File: src/rtl/multicycle_controller_pkg.sv
// Shared definitions for the multicycle controller.
// Contents: the FSM state enum, the opcode constants (RV32 major opcodes),
// the ALU operation-class and ALU B-source encodings, and an opcode legality helper.
package multicycle_controller_pkg;

  typedef enum logic [2:0] {
    S_FETCH  = 3'd0,
    S_DECODE = 3'd1,
    S_EXEC   = 3'd2,
    S_MEM    = 3'd3,
    S_WB     = 3'd4
  } state_t;

  localparam logic [6:0] OP_R      = 7'b0110011;
  localparam logic [6:0] OP_LOAD   = 7'b0000011;
  localparam logic [6:0] OP_OPIMM  = 7'b0010011;
  localparam logic [6:0] OP_STORE  = 7'b0100011;
  localparam logic [6:0] OP_BRANCH = 7'b1100011;
  localparam logic [6:0] OP_JALR   = 7'b1100111;

  // ALU operation class
  localparam logic [1:0] ALU_ADD    = 2'b00;
  localparam logic [1:0] ALU_BRANCH = 2'b01;
  localparam logic [1:0] ALU_RTYPE  = 2'b10;
  localparam logic [1:0] ALU_IMM    = 2'b11;

  // ALU B-operand source
  localparam logic [1:0] SRCB_RS2  = 2'b00;
  localparam logic [1:0] SRCB_FOUR = 2'b01;
  localparam logic [1:0] SRCB_IMM  = 2'b10;

  function automatic logic op_supported(input logic [6:0] op);
    case (op)
      OP_R, OP_LOAD, OP_OPIMM, OP_STORE, OP_BRANCH, OP_JALR: return 1'b1;
      default:                                               return 1'b0;
    endcase
  endfunction

endpackage

File: src/rtl/multicycle_controller_if.sv
// Control bus between the multicycle controller and its datapath/memory.
// master: the controller (reads opcode/stall/mem_ready, drives all controls).
// slave : the datapath/memory side (the mirror image).
// instret width follows CNT_W.
interface multicycle_controller_if #(parameter int CNT_W = 32) ();
  logic [6:0]       opcode;
  logic             stall;
  logic             mem_ready;
  logic             mem_req;
  logic             mem_we;
  logic             iord;
  logic             ir_write;
  logic             pc_write;
  logic             pc_write_cond;
  logic             alu_src_a;
  logic [1:0]       alu_src_b;
  logic [1:0]       alu_op;
  logic             reg_write;
  logic             mem_to_reg;
  logic             illegal;
  logic             bus_err;
  logic [CNT_W-1:0] instret;
  logic             busy;

  modport master (
    input  opcode, stall, mem_ready,
    output mem_req, mem_we, iord, ir_write, pc_write, pc_write_cond,
           alu_src_a, alu_src_b, alu_op, reg_write, mem_to_reg,
           illegal, bus_err, instret, busy
  );

  modport slave (
    output opcode, stall, mem_ready,
    input  mem_req, mem_we, iord, ir_write, pc_write, pc_write_cond,
           alu_src_a, alu_src_b, alu_op, reg_write, mem_to_reg,
           illegal, bus_err, instret, busy
  );
endinterface

File: src/rtl/multicycle_controller_mem_wait_timer.sv
// mem_wait_timer: counts cycles spent waiting on a memory access.
// Ports: clk, rst_n (async, active-low), i_clr (restart at 0, wins over i_inc),
//        i_inc (one more waiting cycle), o_expired (count has reached TIMEOUT-1).
module mem_wait_timer #(
  parameter int TIMEOUT = 16
) (
  input  logic clk,
  input  logic rst_n,
  input  logic i_clr,
  input  logic i_inc,
  output logic o_expired
);

  localparam int W = (TIMEOUT > 1) ? $clog2(TIMEOUT) : 1;

  logic [W-1:0] r_cnt;

  // The controller clears the count on the timeout cycle itself, so the
  // counter never has to go past TIMEOUT-1.
  always_ff @(posedge clk or negedge rst_n) begin
    if (!rst_n)     r_cnt <= '0;
    else if (i_clr) r_cnt <= '0;
    else if (i_inc) r_cnt <= r_cnt + 1'b1;
  end

  assign o_expired = (r_cnt == W'(TIMEOUT - 1));

endmodule

File: src/rtl/multicycle_controller.sv
// multicycle_controller: control FSM of a multicycle RV32-subset core
// (FETCH -> DECODE -> EXEC -> [MEM] -> [WB]).
// Ports: clk, rst_n (async, active-low), bus (multicycle_controller_if.master):
//   in : opcode, stall, mem_ready
//   out: mem_req, mem_we, iord, ir_write, pc_write, pc_write_cond, alu_src_a,
//        alu_src_b, alu_op, reg_write, mem_to_reg, illegal, bus_err, instret, busy
// Outputs are decoded from the registered state and opcode; only ir_write/pc_write
// in FETCH and the MEM exits look at mem_ready. stall freezes everything and
// masks all write enables.
module multicycle_controller
  import multicycle_controller_pkg::*;
#(
  parameter int TIMEOUT = 16,
  parameter int CNT_W   = 32
) (
  input  logic                    clk,
  input  logic                    rst_n,
  multicycle_controller_if.master bus
);

  state_t           r_state, w_next;
  logic [CNT_W-1:0] r_instret;

  logic       w_run, w_access, w_expired, w_timeout, w_retire, w_clr, w_inc;
  logic       w_mem_req, w_mem_we, w_iord, w_ir_write, w_pc_write, w_pc_write_cond;
  logic       w_alu_src_a, w_reg_write, w_mem_to_reg, w_illegal;
  logic [1:0] w_alu_src_b, w_alu_op;
  logic [6:0] w_op;

  assign w_op     = bus.opcode;
  // w_run: the FSM may act this cycle (not stalled, not in reset).
  assign w_run    = rst_n && !bus.stall;
  assign w_access = (r_state == S_FETCH) || (r_state == S_MEM);
  // mem_ready arriving on the expiry cycle beats the timeout.
  assign w_timeout = w_access && w_expired && !bus.mem_ready && w_run;

  // State register
  always_ff @(posedge clk or negedge rst_n) begin
    if (!rst_n)         r_state <= S_FETCH;
    else if (!bus.stall) r_state <= w_next;
  end

  // Next-state logic
  always_comb begin
    w_next = r_state;
    case (r_state)
      S_FETCH: begin
        if (bus.mem_ready) w_next = S_DECODE;
      end
      S_DECODE: w_next = op_supported(w_op) ? S_EXEC : S_FETCH;
      S_EXEC: begin
        case (w_op)
          OP_R, OP_OPIMM, OP_JALR: w_next = S_WB;
          OP_LOAD, OP_STORE:       w_next = S_MEM;
          default:                 w_next = S_FETCH;
        endcase
      end
      S_MEM: begin
        if (bus.mem_ready)  w_next = (w_op == OP_STORE) ? S_FETCH : S_WB;
        else if (w_timeout) w_next = S_FETCH;
      end
      default: w_next = S_FETCH;
    endcase
  end

  // Output decode (before stall/reset/timeout masking)
  always_comb begin
    w_mem_req       = 1'b0;
    w_mem_we        = 1'b0;
    w_iord          = 1'b0;
    w_ir_write      = 1'b0;
    w_pc_write      = 1'b0;
    w_pc_write_cond = 1'b0;
    w_alu_src_a     = 1'b0;
    w_alu_src_b     = SRCB_RS2;
    w_alu_op        = ALU_ADD;
    w_reg_write     = 1'b0;
    w_mem_to_reg    = 1'b0;
    w_illegal       = 1'b0;
    case (r_state)
      S_FETCH: begin
        w_mem_req   = 1'b1;
        w_alu_src_b = SRCB_FOUR;
        w_ir_write  = bus.mem_ready;
        w_pc_write  = bus.mem_ready;
      end
      S_DECODE: begin
        w_alu_src_b = SRCB_IMM;
        w_illegal   = !op_supported(w_op);
      end
      S_EXEC: begin
        w_alu_src_a = 1'b1;
        case (w_op)
          OP_R: begin
            w_alu_src_b = SRCB_RS2;
            w_alu_op    = ALU_RTYPE;
          end
          OP_OPIMM: begin
            w_alu_src_b = SRCB_IMM;
            w_alu_op    = ALU_IMM;
          end
          OP_BRANCH: begin
            w_alu_src_b     = SRCB_RS2;
            w_alu_op        = ALU_BRANCH;
            w_pc_write_cond = 1'b1;
          end
          OP_JALR: begin
            w_alu_src_b = SRCB_IMM;
            w_pc_write  = 1'b1;
          end
          default: w_alu_src_b = SRCB_IMM;
        endcase
      end
      S_MEM: begin
        w_mem_req = 1'b1;
        w_iord    = 1'b1;
        w_mem_we  = (w_op == OP_STORE);
      end
      S_WB: begin
        // The JALR link value (PC+4 from fetch) is held by the datapath;
        // WB only strobes the register-file write.
        w_reg_write  = 1'b1;
        w_mem_to_reg = (w_op == OP_LOAD);
      end
      default: ;
    endcase
  end

  // Masking: stall and reset kill every write enable and pulse; a timeout
  // withdraws the request and any pending store.
  assign bus.mem_req       = rst_n && w_mem_req && !w_timeout;
  assign bus.mem_we        = w_run && w_mem_we && !w_timeout;
  assign bus.iord          = w_iord;
  assign bus.ir_write      = w_run && w_ir_write;
  assign bus.pc_write      = w_run && w_pc_write;
  assign bus.pc_write_cond = w_run && w_pc_write_cond;
  assign bus.alu_src_a     = w_alu_src_a;
  assign bus.alu_src_b     = w_alu_src_b;
  assign bus.alu_op        = w_alu_op;
  assign bus.reg_write     = w_run && w_reg_write;
  assign bus.mem_to_reg    = w_mem_to_reg;
  assign bus.illegal       = w_run && w_illegal;
  assign bus.bus_err       = w_timeout;
  assign bus.busy          = (r_state != S_FETCH);
  assign bus.instret       = r_instret;

  assign w_retire = w_run && (((r_state == S_EXEC) && (w_op == OP_BRANCH)) ||
                              ((r_state == S_MEM) && (w_op == OP_STORE) && bus.mem_ready) ||
                              (r_state == S_WB));

  always_ff @(posedge clk or negedge rst_n) begin
    if (!rst_n)        r_instret <= '0;
    else if (w_retire) r_instret <= r_instret + 1'b1;
  end

  // Restart the wait count whenever FETCH or MEM is (re)entered.
  assign w_clr = w_run && (w_timeout ||
                 ((w_next != r_state) && ((w_next == S_FETCH) || (w_next == S_MEM))));
  assign w_inc = w_run && w_mem_req && !bus.mem_ready;

  mem_wait_timer #(.TIMEOUT(TIMEOUT)) u_wait (
    .clk       (clk),
    .rst_n     (rst_n),
    .i_clr     (w_clr),
    .i_inc     (w_inc),
    .o_expired (w_expired)
  );

endmodule
File: src/flat_wrapper.sv
// flat-port wrapper written by rule: the top's interface ports become plain ports
module multicycle_controller_flat import multicycle_controller_pkg::*;
#(
  parameter int TIMEOUT = 16,
  parameter int CNT_W   = 32
)
  (clk, rst_n, bus_opcode, bus_stall, bus_mem_ready, bus_mem_req, bus_mem_we, bus_iord, bus_ir_write, bus_pc_write, bus_pc_write_cond, bus_alu_src_a, bus_alu_src_b, bus_alu_op, bus_reg_write, bus_mem_to_reg, bus_illegal, bus_bus_err, bus_instret, bus_busy);
  multicycle_controller_if #(.CNT_W(CNT_W)) bus_i ();
  input  logic clk;
  input  logic rst_n;
  input wire logic [$bits(bus_i.opcode)-1:0] bus_opcode;
  input wire logic [$bits(bus_i.stall)-1:0] bus_stall;
  input wire logic [$bits(bus_i.mem_ready)-1:0] bus_mem_ready;
  output wire logic [$bits(bus_i.mem_req)-1:0] bus_mem_req;
  output wire logic [$bits(bus_i.mem_we)-1:0] bus_mem_we;
  output wire logic [$bits(bus_i.iord)-1:0] bus_iord;
  output wire logic [$bits(bus_i.ir_write)-1:0] bus_ir_write;
  output wire logic [$bits(bus_i.pc_write)-1:0] bus_pc_write;
  output wire logic [$bits(bus_i.pc_write_cond)-1:0] bus_pc_write_cond;
  output wire logic [$bits(bus_i.alu_src_a)-1:0] bus_alu_src_a;
  output wire logic [$bits(bus_i.alu_src_b)-1:0] bus_alu_src_b;
  output wire logic [$bits(bus_i.alu_op)-1:0] bus_alu_op;
  output wire logic [$bits(bus_i.reg_write)-1:0] bus_reg_write;
  output wire logic [$bits(bus_i.mem_to_reg)-1:0] bus_mem_to_reg;
  output wire logic [$bits(bus_i.illegal)-1:0] bus_illegal;
  output wire logic [$bits(bus_i.bus_err)-1:0] bus_bus_err;
  output wire logic [$bits(bus_i.instret)-1:0] bus_instret;
  output wire logic [$bits(bus_i.busy)-1:0] bus_busy;
  assign bus_i.opcode = bus_opcode;
  assign bus_i.stall = bus_stall;
  assign bus_i.mem_ready = bus_mem_ready;
  assign bus_mem_req = bus_i.mem_req;
  assign bus_mem_we = bus_i.mem_we;
  assign bus_iord = bus_i.iord;
  assign bus_ir_write = bus_i.ir_write;
  assign bus_pc_write = bus_i.pc_write;
  assign bus_pc_write_cond = bus_i.pc_write_cond;
  assign bus_alu_src_a = bus_i.alu_src_a;
  assign bus_alu_src_b = bus_i.alu_src_b;
  assign bus_alu_op = bus_i.alu_op;
  assign bus_reg_write = bus_i.reg_write;
  assign bus_mem_to_reg = bus_i.mem_to_reg;
  assign bus_illegal = bus_i.illegal;
  assign bus_bus_err = bus_i.bus_err;
  assign bus_instret = bus_i.instret;
  assign bus_busy = bus_i.busy;
  multicycle_controller #(.TIMEOUT(TIMEOUT), .CNT_W(CNT_W)) u_core (.clk(clk), .rst_n(rst_n), .bus(bus_i));
endmodule
File: config.mk
export PLATFORM = sky130hd
export DESIGN_NAME = multicycle_controller_flat
export DESIGN_NICKNAME = d
export VERILOG_FILES = /design/src/rtl/multicycle_controller_pkg.sv /design/src/rtl/multicycle_controller_if.sv /design/src/rtl/multicycle_controller_mem_wait_timer.sv /design/src/rtl/multicycle_controller.sv /design/src/flat_wrapper.sv
export SDC_FILE = /design/constraint.sdc
export NUM_CORES = 1
export LEC_CHECK = 0
export BUFFER_PORTS_ARGS = -buffer_cell sky130_fd_sc_hd__buf_2
export CAP_MARGIN = 10
export CORE_ASPECT_RATIO = 1.1
export CORE_MARGIN = 2
export CORE_UTILIZATION = 40
export DETAILED_ROUTE_END_ITERATION = 16
export PLACE_DENSITY_LB_ADDON = 0.05
export SLEW_MARGIN = 30
export SYNTH_ARGS = -nofsm -noshare
export SYNTH_HDL_FRONTEND = slang
export SYNTH_HIERARCHICAL = 1
export SYNTH_SLANG_ARGS = --single-unit
File: constraint.sdc
create_clock -name clk -period 2.8 [get_ports clk]
set_clock_uncertainty 0.2 [all_clocks]
set_input_delay 0.14 -clock clk [delete_from_list [all_inputs] [get_ports clk]]
set_output_delay 0.14 -clock clk [all_outputs]
set_load 0.01 [all_outputs]
**Word-level counts from Yosys, hierarchy flattened**

Cells that the tools add are included.
W data, S select, Z words.

- Reductions and logical operators: 39
- Add/sub/neg operators: 2
- Equal/unequal tests: 13
- Multiplexer cells: 27

Operators with widths:

| operator | count |
|---|---|
| $add A32 B1 Y32 const B | 1 |
| $logic_and A1 B1 Y1 | 21 |
| $eq A7 B6 Y1 const B | 2 |
| $eq A7 B7 Y1 const B | 2 |
| $mux W1 | 13 |
| $mux W3 | 4 |
| $pmux W2 S3 | 2 |
| $pmux W3 S4 | 1 |
| $eq A3 B2 Y1 const B | 3 |
| $mux W4 | 2 |
| $eq A7 B2 Y1 const B | 1 |
| $eq A7 B5 Y1 const B | 1 |
| $logic_not A3 Y1 | 2 |
| $mux W2 | 3 |
| $pmux W3 S2 | 1 |
| $reduce_or A2 Y1 | 3 |
| $reduce_or A6 Y1 | 1 |
| $logic_or A1 B1 Y1 | 5 |
| $add A4 B1 Y4 const B | 1 |
| $eq A4 B4 Y1 const B | 1 |
| $logic_not A1 Y1 | 4 |
| $eq A3 B1 Y1 const B | 1 |
| $eq A3 B3 Y1 const B | 1 |
| $ne A3 B3 Y1 | 1 |
| other kinds (4) | 4 |

- Bits of input ports: 11
- Word-level logic and storage cells: 84
- Bits in registers: 39

**Longest topological paths before layout**

- Depth in word-level cells: 14
- Mapped depth: 8
- Gate-level depth less buffers: 8

**Modules after synthesis**

Netlist, hierarchy kept.

Modules (own cells, without submodules):

| module | seq. area each (sq um) | cells an instance | area an instance (sq um) | times used |
|---|---|---|---|---|
| multicycle_controller | 875.8 | 198 | 1958.1 | 1 |
| mem_wait_timer | 100.1 | 17 | 198.9 | 1 |

**Least setup slack after synthesis**

No wires, ideal clock.

- Kind: register -> register
- Start: register u_core.r_state[1]
- End: register u_core.u_wait.r_cnt[3]
- Period minus slack after synthesis: 2.433 ns
- Path slack: 0.367 ns
- Data arrival time: 2.108 ns
- Data required time: 2.475 ns
- Stages on the path, launching flop included: 9
- Path through: dfrtp_1 -> buf_2 -> xor2_1 -> nor4_1 -> and2_1 -> inv_1 -> o31ai_1 -> nor2_1 -> mux2_4

- Elaborated cells on any way between the ends: 25
- Classes of those cells: eq/ne (5); mux (6); reduce/logical (14)

RTL lines:

| item | RTL line | source |
|---|---|---|
| start, declared | multicycle_controller.sv:21 | `state_t r_state, w_next;` |
| start signal, assigned | multicycle_controller.sv:40 | `else if (!bus.stall) r_state <= w_next;` |
| $eq A3 B2 Y1 / $logic_not A3 Y1 (equally long branches) | multicycle_controller.sv:80 | `case (r_state)` |
| $reduce_or A2 Y1 (no line) * | -- |  |
| $mux W1 * | multicycle_controller.sv:80 |  |
| $logic_and A1 B1 Y1 * (2 in a row) | multicycle_controller.sv:159 | `assign w_inc = w_run && w_mem_req && !bus.mem_ready;` |
| via u_core.w_inc | multicycle_controller.sv:24 | `logic w_run, w_access, w_expired, w_timeout, w_retire, w_clr, w_inc;` |
| $reduce_bool A2 Y1 (no line) * | -- |  |
| end signal, assigned | multicycle_controller_mem_wait_timer.sv:23 | `else if (i_inc) r_cnt <= r_cnt + 1'b1;` |
| end, declared | multicycle_controller_mem_wait_timer.sv:16 | `logic [W-1:0] r_cnt;` |

Mark *: on every way through the listed nets, which the timed path passes. The rest lies on a longest branch.
A chain may end at the register's enable or synchronous reset.

**Worst setup path in the final report**

- Start: register u_core.r_state[1]
- End: register u_core.r_instret[5] (netlist: u_core/bus.instret[5])

- Word-level cells in the longest chain between the ends: 6
- Elaborated cells on any way between the ends: 9
- Classes of those cells: eq/ne (3); reduce/logical (6)

Ends and longest elaborated chain:

| item | RTL line | source |
|---|---|---|
| $eq A3 B2 Y1 | multicycle_controller.sv:148 | `((r_state == S_MEM) && (w_op == OP_STORE) && bus.mem_ready) \|\|` |
| $logic_and A1 B1 Y1 (2 in a row) | multicycle_controller.sv:148 |  |
| $logic_or A1 B1 Y1 | multicycle_controller.sv:147 | `assign w_retire = w_run && (((r_state == S_EXEC) && (w_op == OP_BRANCH)) \|\|` |
| $logic_or A1 B1 Y1 * | multicycle_controller.sv:148 |  |
| $logic_and A1 B1 Y1 * | multicycle_controller.sv:147 |  |
| end signal, assigned | multicycle_controller.sv:153 | `else if (w_retire) r_instret <= r_instret + 1'b1;` |
| end, declared | multicycle_controller.sv:22 | `logic [CNT_W-1:0] r_instret;` |

Every way passes the cells marked *; elsewhere a longest branch is shown, timed or not.

==> results.py <==
metrics = {
    "synth": {
        "synth_edf_count": 0,
        "async_flop_share_pct": 100.0,
        "synth_cells": 215,
        "yosysWarningCount": 6,
        "synth_seq_area_share_pct": 45.24,
        "synth_seq_cells": 39,
        "syn_avg_cell_area_um2": 10.03,
        "ys.flop_type": "dfrtp_1",
        "synth_top_area_share_pct": 45.24,
        "syn_area_um2": 2157,
        "synth_area_leaders": "dfrtp_1, xnor2_1, nand4_1",
        "synth_cell_type_count": 49,
        "yosysTopAreaCell": "dfrtp_1",
        "syn-num-nets": 228,
    },
    "sta": {
        "min_period_over_period_pct": 87.18,
        "max_freq_ghz": 0.4097,
        "period_needed_ns": 2.441,
        "setup_viol": 0,
        "tightest_slew_ns": 0.7012,
        "hold_viol": 0,
        "final.setup.tns_ns": 0,
        "max-slew-margin-rel_pct": 52.86,
        "rsz0062_at_grt": "false",
        "slew_viol_final": 0,
    },
    "drt": {
        "drc_errors": 0,
        "via_per_inst": 5.073,
        "first_pass_iters": 4,
        "wl_um": 4823,
        "postRouteAntennaNets": 0,
        "wire_per_inst_um": 13.59,
        "vias": 1801,
        "drt_iter0_drc": 95,
    },
    "layout": {
        "layout_common_cells": "buf_2, dfrtp_1, xnor2_1",
        "layout_commonest_cell": "buf_2",
        "filler_cell_count": 496,
        "n_antenna_cell": 0,
        "drive_gt1_share_pct": 28.93,
        "area_growth_pct": 23.61,
        "final_nets": 292,
        "final_util_pct": 50.40,
    },
    "placed_design": {
        "hpwl_um": 3552,
        "port_buffers": 58,
        "gp_congestion": 0.8449,
    },
    "die": {
        "initial_core_util_pct": 40.78,
        "core_um2": 5290,
        "rows": 28,
        "dieWidth_um": 74.02,
        "dieHeight_um": 81.02,
        "dieArea_um2": 5997,
        "ios": 59,
    },
    "cts": {
        "cts-root-buf": "clkbuf_8",
        "htreeDepth": 2,
        "cts.sinks": 39,
        "clock_latency_ns": 0.29,
        "cts.repair.resized": 0,
        "cts_buffers": 5,
        "clockBufferDepth": 2,
        "cts_tree": "done",
        "cts.clk_slew.worst_paths_ns": 0.08,
    },
    "setup_path": {
        "required_ns": 2.77,
        "crit_type": "flop to flop",
        "start_kind": "flop",
        "endpoint_kind": "flop",
        "crit_arrival_ns": 2.41,
        "critPathMaxFanout": 14,
    },
    "grt": {
        "track_usage_pct": 16.87,
        "antenna_found_initial": 0,
        "grt_start_max_net_pins": 41,
        "grt_pass1_vias": 1690,
        "grt_pass1_wl_um": 7948,
        "grt_overflow": 0,
    },
    "pwr": {
        "peakVddDrop_uv": 222.3,
        "power_mw": 1.247,
        "p_per_area_nw_per_um2": 467.7,
        "p_leak_nw": 1.339,
    },
    "hold_path": {
        "hold_path.class": "input port to flop",
    },
    "outcome": {
        "status": "complete, no violations",
    },
    "flow_run": {
        "drv_cap": 0,
    },
}
## where the power goes
part | switching [mW] | internal (mW) | leakage (nW)
Combinational | 0.0848 | 0.0711 | 0.748
Clock | 0.203 | 0.265 | 0.0581
Sequential | 0.0342 | 0.588 | 0.533
## worst max-delay path, stage by stage (launching register included)
cell and delay, ns:
dfrtp_1 0.52, or3b_4 0.46, nor4_4 0.38, o311a_2 0.45, nand4_1 0.16, xnor2_1 0.16
## cells by family (layout without fill, tap and decap cells)
logic type	after synthesis	in the layout	synth area share [%]
DFF	39	39	45.24
buffers and inverters	14	79	2.958
xor gates and xnor gates	34	34	13.81
and+or+nand+nor	104	104	28.54
muxes	4	4	2.204
adders and majority gates	2	2	1.160
AOI/OAI and AO/OA	18	18	6.091
## repair_timing
| item | CTS | global route |
|---|---|---|
| endpoints found under the hold margin | 40 | 0 |
| setup buffers | 0 | 0 |
| hold buffers | 2 | 0 |
| setup endpoints to repair | 0 | 0 |
## worst paths after layout
path | from | end | cells past startpoint | slack (ns)
worst max-delay path | u_core/r_state[1] | u_core/bus.instret[5] | 5 | 0.36
worst min-delay path | bus_stall | u_core/r_state[0] | 3 | 0.04
worst max register to register | u_core/r_state[1] | u_core/bus.instret[5] | 5 | 0.36
worst min register to register | u_core/bus.instret[18] | u_core/bus.instret[18] | 1 | 0.29
max in group asynchronous | rst_n | u_core/bus.instret[14] | 3 | 1.69
min in group asynchronous | rst_n | u_core/r_state[0] | 3 | 0.36
## per-layer routing
metal | vias up | share of wire (%) | track usage, %
met4 | 0 | 0.79 | 4.182
met3 | 4 | 4.4 | 3.102
met1 | 857 | 46 | 22.01
met2 | 46 | 48 | 28.75
li1 | 894 | - | -
met5 | - | 0 | 0
## metrics by stage
stage | area, um^2 | hold slack, ns | cells | setup slack [ns]
6_report | 2666 | 0.03945 | 355 | 0.3589
5_1_grt | 2666 | 0.05853 | 355 | 0.2000
4_1_cts | 2666 | 0.04303 | 355 | 0.3171
3_5_place_dp | 2534 | 0.1351 | 345 | 0.3555
3_3_place_gp | 2534 | 0.1392 | 345 | 0.4342
2_1_floorplan | 2157 | -0.3556 | 215 | 0.3667
## sequential cells by signal, indices dropped and copies added, names as in the netlist
signal               flops
u_core/bus.instret      32
u_core/r_state           3
u_core/u_wait/r_cnt      4
## final cells by class
| cell class | instances | area [um^2] | share of cell area [%] |
|---|---|---|---|
| multi-input cells | 162 | 1117 | 41.91 |
| flip-flops and latches | 39 | 975.9 | 36.60 |
| repair buffers | 64 | 340.3 | 12.76 |
| clock inverters | 3 | 43.79 | 1.642 |
| well taps | 75 | 93.84 | 3.519 |
| inverters | 7 | 26.28 | 0.9855 |
| clock buffers | 5 | 68.82 | 2.581 |
## synthesized netlist by cell type, drive strengths merged (2+ instances only)
master,count
or3,2
ha,2
and4bb,2
nor2,16
mux2,3
nand2,17
and4,4
nand3b,4
clkbuf,2
nor2b,2
a21oi,4
a31oi,2
xnor2,27
o31ai,2
or3b,3
nand4,11
and2,2
buf,5
nor4,2
nor4b,2
nand2b,3
dfrtp,39
xor2,7
inv,7
nand3,13
nor3,9
and3,9
No activity file was read; power rests on OpenSTA's default activity.
